### src/rtl/ddr_local_req_queue.sv
// Command queue and issue engine in front of the DDR controller local interface.
// Optional macro DDR_LQ_INIT_GATE_EN holds commands in S_IDLE until local_init_done_i.
module ddr_local_req_queue #(
  parameter int DEPTH      = 4,
  parameter int MAX_RD_OUT = 4
) (
  input  logic                     phy_clk,
  input  logic                     wb_rst_i,
  input  logic                     req_valid_i,
  output logic                     req_ready_o,
  input  logic                     req_we_i,
  input  logic [22:0]              req_adr_i,
  input  logic [31:0]              req_dat_i,
  input  logic [3:0]               req_be_i,
  output logic                     rsp_valid_o,
  output logic [31:0]              rsp_dat_o,
  output logic                     wr_done_o,
  output logic [22:0]              local_address_o,
  output logic                     local_read_req_o,
  output logic                     local_write_req_o,
  output logic                     local_burstbegin_o,
  output logic [31:0]              local_wdata_o,
  output logic [3:0]               local_be_o,
  output logic [1:0]               local_size_o,
  input  logic                     local_ready_i,
  input  logic                     local_rdata_valid_i,
  input  logic                     local_init_done_i,
  input  logic [31:0]              local_rdata_i,
  output logic [$clog2(DEPTH):0]   q_level_o,
  output logic [3:0]               rd_pend_o,
  output logic                     rd_err_o
);

  localparam int AW = $clog2(DEPTH);
  localparam int LW = AW + 1;
  localparam int EW = 60;

  typedef enum logic {S_IDLE, S_REQ} state_t;

  state_t          state_q, state_d;
  logic [EW-1:0]   mem_q [DEPTH];
  logic [AW-1:0]   wr_ptr_q, rd_ptr_q;
  logic [LW-1:0]   level_q;
  logic [EW-1:0]   head;
  logic [EW-1:0]   iss_q;
  logic            burst_q;
  logic [3:0]      rd_pend_q;
  logic            rd_err_q;
  logic            rsp_valid_q;
  logic [31:0]     rsp_dat_q;
  logic            wr_done_q;
  logic            push, load;
  logic            gate_open, rd_room, head_ok;
  logic            iss_we, accept, rd_acc, wr_acc;

`ifdef DDR_LQ_INIT_GATE_EN
  assign gate_open = local_init_done_i;
`else
  logic unused_init_done;
  assign unused_init_done = local_init_done_i;
  assign gate_open = 1'b1;
`endif

  assign req_ready_o = (level_q != LW'(DEPTH));
  assign push        = req_valid_i & req_ready_o;
  assign head        = mem_q[rd_ptr_q];
  assign iss_we      = iss_q[59];

  // A read sitting in the issue register counts against the outstanding limit.
  assign rd_room = ({1'b0, rd_pend_q} + {4'd0, (state_q == S_REQ) & ~iss_we}) < 5'(MAX_RD_OUT);
  assign head_ok = (level_q != '0) & (head[59] | rd_room) & gate_open;

  assign accept = (state_q == S_REQ) & local_ready_i;
  assign rd_acc = accept & ~iss_we;
  assign wr_acc = accept & iss_we;

  always_comb begin
    state_d = state_q;
    load    = 1'b0;
    case (state_q)
      S_IDLE: begin
        if (head_ok) begin
          load    = 1'b1;
          state_d = S_REQ;
        end
      end
      S_REQ: begin
        if (local_ready_i) begin
          if (head_ok) load = 1'b1;
          else         state_d = S_IDLE;
        end
      end
      default: state_d = S_IDLE;
    endcase
  end

  always_ff @(posedge phy_clk) begin
    if (push) mem_q[wr_ptr_q] <= {req_we_i, req_adr_i, req_dat_i, req_be_i};
  end

  always_ff @(posedge phy_clk or posedge wb_rst_i) begin
    if (wb_rst_i) begin
      state_q  <= S_IDLE;
      wr_ptr_q <= '0;
      rd_ptr_q <= '0;
      level_q  <= '0;
      iss_q    <= '0;
      burst_q  <= 1'b0;
    end else begin
      state_q  <= state_d;
      burst_q  <= load;
      level_q  <= level_q + LW'(push) - LW'(load);
      if (push) wr_ptr_q <= wr_ptr_q + 1'b1;
      if (load) begin
        rd_ptr_q <= rd_ptr_q + 1'b1;
        iss_q    <= head;
      end
    end
  end

  always_ff @(posedge phy_clk or posedge wb_rst_i) begin
    if (wb_rst_i) begin
      rd_pend_q   <= '0;
      rd_err_q    <= 1'b0;
      rsp_valid_q <= 1'b0;
      rsp_dat_q   <= '0;
      wr_done_q   <= 1'b0;
    end else begin
      rsp_valid_q <= local_rdata_valid_i;
      wr_done_q   <= wr_acc;
      if (local_rdata_valid_i) rsp_dat_q <= local_rdata_i;
      if (rd_acc && !local_rdata_valid_i) begin
        rd_pend_q <= rd_pend_q + 4'd1;
      end else if (!rd_acc && local_rdata_valid_i) begin
        if (rd_pend_q == 4'd0) rd_err_q <= 1'b1;
        else                   rd_pend_q <= rd_pend_q - 4'd1;
      end
    end
  end

  assign local_read_req_o   = (state_q == S_REQ) & ~iss_we;
  assign local_write_req_o  = (state_q == S_REQ) & iss_we;
  assign local_burstbegin_o = burst_q;
  assign local_address_o    = iss_q[58:36];
  assign local_wdata_o      = iss_q[35:4];
  assign local_be_o         = iss_q[3:0];
  assign local_size_o       = 2'b01;
  assign q_level_o          = level_q;
  assign rd_pend_o          = rd_pend_q;
  assign rd_err_o           = rd_err_q;
  assign rsp_valid_o        = rsp_valid_q;
  assign rsp_dat_o          = rsp_dat_q;
  assign wr_done_o          = wr_done_q;

endmodule

### config.mk
export PLATFORM = sky130hd
export DESIGN_NAME = ddr_local_req_queue
export DESIGN_NICKNAME = d
export VERILOG_FILES = /design/src/rtl/ddr_local_req_queue.sv
export SDC_FILE = /design/constraint.sdc
export NUM_CORES = 1
export LEC_CHECK = 0
export ABC_AREA = 0
export CORE_MARGIN = 1.5
export CORE_UTILIZATION = 45
export CTS_CLUSTER_DIAMETER = 120
export CTS_CLUSTER_SIZE = 16
export DETAILED_ROUTE_END_ITERATION = 7
export GPL_TIMING_DRIVEN = 0
export HOLD_SLACK_MARGIN = 0.06
export PLACE_DENSITY = 0.8
export SLEW_MARGIN = 20
export SYNTH_ARGS = -nofsm -noshare
export SYNTH_HDL_FRONTEND = slang
export SYNTH_SLANG_ARGS = --single-unit
### constraint.sdc
create_clock -name phy_clk -period 3.3 [get_ports phy_clk]
set_input_delay 0.66 -clock phy_clk [delete_from_list [all_inputs] [get_ports phy_clk]]
set_output_delay 0.66 -clock phy_clk [all_outputs]
set_load 0.05 [all_outputs]
==> flow_summary.json <==
{
  "io_pins": 205,
  "syn-cell-area_um2": 13620,
  "fin_skew_ns": 0.01021,
  "numPortBuffers": 201,
  "grt_pass1_wl_um": 38850,
  "rsz0062_at_grt": "false",
  "overflow": 0,
  "globalplace.congestion": 0.7340,
  "path_cells": "clkdlybuf4s50_1, clkbuf_1, clkbuf_1, inv_1, ha_1, inv_1, ha_1, a21oi_1, and3_1, o21ai_0, xnor2_1",
  "drtIter0Drc": 196,
  "start_util": 0.4584,
  "postSynthAreaPerCell_um2": 20.77,
  "htreeDepth": 1,
  "slew_headroom": 0.5307,
  "critPathCaptureType": "flip-flop",
  "fmax_ghz": 0.3418,
  "grt_usage": 0.1641,
  "min_period_ns": 2.926,
  "synth.distinct_cells": 35,
  "postRouteAntennaNets": 0,
  "first_global_vias": 6983,
  "crit_path_start_kind": "input port",
  "whs_endpoint": "rd_err_o",
  "grt_start_max_net_pins": 35,
  "hp-start": "rd_err_o",
  "ir_worst_vdd_mv": 0.7327,
  "arrival_ns": 3.33,
  "fin_nets": 1002,
  "clockBufferDepth": 3,
  "dr_total_vias": 6562,
  "rr_startpoint": "rd_ptr_q[1]",
  "critical_path_required_ns": 3.71,
  "via_per_inst": 5.048,
  "clkSinkCount": 348,
  "grt_antenna_before_repair": 1,
  "core_area_um2": 29720,
  "syn_nets": 766,
  "leakage_nw": 6.264,
  "clock_latency_ns": 0.53,
  "cts_root_buffer": "clkbuf_16",
  "cts_resized": 0,
  "cts_buffers": 25,
  "cp_slowest_stage_delay_ns": 0.51,
  "holdBufCountCts": 0,
  "chipWidth_um": 177.0,
  "max-cap-violations": 0,
  "ff2ff_path_depth": 10,
  "die_h_um": 177.0,
  "yosys_warnings": 0,
  "crit_fanout": 10,
  "num_rows": 63,
  "stdcell_area_um2": 17040,
  "wl_per_cell_um": 19.80,
  "dp_hpwl_um": 16850,
  "clkTransAtPathRegs_ns": 0.07,
  "hold_viol": 0,
  "cts_setup_buffers": 0,
  "placed_area_um2": 16320,
  "cts_tree": "done",
  "ys_seq_area_frac": 0.7274,
  "final-max-slew-violation-count": 0,
  "num_antenna_cells": 0,
  "crit_buf_inv": 5,
  "hold_depth": 1,
  "min_path_type": "flip-flop to flip-flop",
  "post-route-drc-count": 0,
  "drt_wl_total_um": 25740,
  "setup_violations": 0,
  "area_growth_pct": 25.11,
  "dieArea_um2": 31330,
  "crit_slowest_cell": "clkdlybuf4s50_1",
  "period_share": 0.8866,
  "timing.hold.ws_ns": 0.4557,
  "powerDensity_nw_per_um2": 979.7,
  "reg2reg_slack_ns": 0.45,
  "synth_seq_cells": 348,
  "status": "complete, no violations",
  "drive_gt1_frac": 0.2945,
  "dr.pass1.iters": 4,
  "netlist_instances": 656,
  "critPathKind": "input port to flip-flop",
  "p_total_mw": 16.70,
  "crit_family": "buffers and inverters",
  "max_slew.worst_pin.slew_ns": 0.7039,
  "r2r-end": "q_level_o[2]"
}
-- cell families after synthesis --
group	Yosys count	share of synthesized area
compound gates	10	0.004592
simple gates	30	0.01222
mux	152	0.1912
other cells	2	0.0005513
buf+inv	95	0.04739
fa+ha+maj	12	0.01212
xor+xnor	7	0.004500
flops	348	0.7274
-- metal layers --
layer | vias up | GRT usage | routed length (µm)
li1 | 2950 | - | -
met1 | 3370 | 0.2080 | 10550
met2 | 206 | 0.2910 | 13020
met3 | 34 | 0.03458 | 1735
met4 | 2 | 0.03355 | 419
met5 | - | 0 | 13
-- area by class of cell --
class / count / area (µm²)
buffer: 85 / 608.1
clock buffer: 45 / 721.9
fill: 2233 / 12670
inverter: 10 / 41.29
multi-input combinational: 213 / 3088
sequential: 348 / 9910
tap: 390 / 488.0
timing repair buffer: 209 / 2187
-- registers in the layout (all words and copies together), names as in the netlist, 2 cells and up --
name	cells
mem_q	240
rd_pend_o	4
q_level_o	3
rd_ptr_q	2
iss_q	60
wr_ptr_q	2
rsp_dat_o	32
-- how the worst max path moves through the flow --
stage / start / to / slack [ns] / cells past startpoint
floorplan: q_level_o[1] / mem_q[0][0] / 0.12 / 3
global placement: req_valid_i / mem_q[1][1] / -0.99 / 2
detailed placement: local_rdata_valid_i / rd_pend_o[3] / -0.21 / 11
CTS: local_rdata_valid_i / rd_pend_o[3] / 0.36 / 11
global route: local_rdata_valid_i / rd_pend_o[3] / 0.12 / 11
finish: local_rdata_valid_i / rd_pend_o[3] / 0.37 / 11
-- Yosys cell counts --
cell,count,share of area
conb_1,2,0.00055
nand3_1,1,0.00037
buf_2,6,0.0022
nand2_1,7,0.0019
nor2_1,4,0.0011
nand4b_1,1,0.00064
dfrtp_1,108,0.20
mux4_2,60,0.099
or3_1,1,0.00046
nor2_4,1,0.00083
inv_1,10,0.0028
a31oi_1,1,0.00046
nor3_1,1,0.00037
o21ai_0,3,0.0011
nand4_1,1,0.00046
ha_1,10,0.0092
mux2_2,34,0.028
xnor2_1,4,0.0026
nor3b_1,1,0.00055
nand2b_1,1,0.00046
edfxtp_1,240,0.53
xor2_1,3,0.0019
mux2_4,58,0.064
and2_1,2,0.00092
a21oi_1,3,0.0011
or2_2,1,0.00046
buf_6,7,0.0058
a21oi_2,1,0.00064
nor2b_1,1,0.00046
clkbuf_1,11,0.0030
a32o_1,1,0.00073
a21o_1,1,0.00055
buf_4,61,0.034
and3_1,7,0.0032
fa_1,2,0.0029
-- through the flow --
step	std cells	setup TNS [ns]	setup slack [ns]	utilization
final	1300	0	0.3742	0.5735
after global routing	1300	0	0.1214	0.5735
after CTS	1300	0	0.3631	0.5735
after detailed placement	1255	-0.2059	-0.2059	0.5492
after global placement	1247	-235.37	-0.9857	0.5427
after floorplan	656	0	0.1184	-
-- report_power, final --
group | switching [mW] | leakage [nW] | internal [mW]
logic | 3.92 | 2.46 | 3.57
clock network | 1.39 | 0.343 | 1.47
registers | 0.465 | 3.46 | 5.88
total | 5.78 | 6.26 | 10.9
-- layout by cell type (no fill, tap or decap), types with 2 or more instances in the layout --
| cell type | Yosys | layout |
|---|---|---|
| buf_16 | 0 | 2 |
| xnor2_1 | 4 | 4 |
| edfxtp_1 | 240 | 240 |
| conb_1 | 2 | 2 |
| buf_4 | 61 | 61 |
| clkbuf_16 | 0 | 26 |
| mux2_4 | 58 | 58 |
| buf_2 | 6 | 6 |
| buf_6 | 7 | 7 |
| and3_1 | 7 | 3 |
| xor2_1 | 3 | 3 |
| and2_1 | 2 | 2 |
| nand2_1 | 7 | 7 |
| dfrtp_1 | 108 | 108 |
| o21ai_0 | 3 | 3 |
| mux2_2 | 34 | 34 |
| and3_4 | 0 | 4 |
| buf_12 | 0 | 6 |
| ha_1 | 10 | 10 |
| fa_1 | 2 | 2 |
| a21oi_1 | 3 | 3 |
| clkbuf_1 | 11 | 30 |
| inv_1 | 10 | 9 |
| mux4_2 | 60 | 60 |
| nor2_1 | 4 | 4 |
| clkdlybuf4s50_1 | 0 | 201 |
Power figures use the tool's default switching activity.
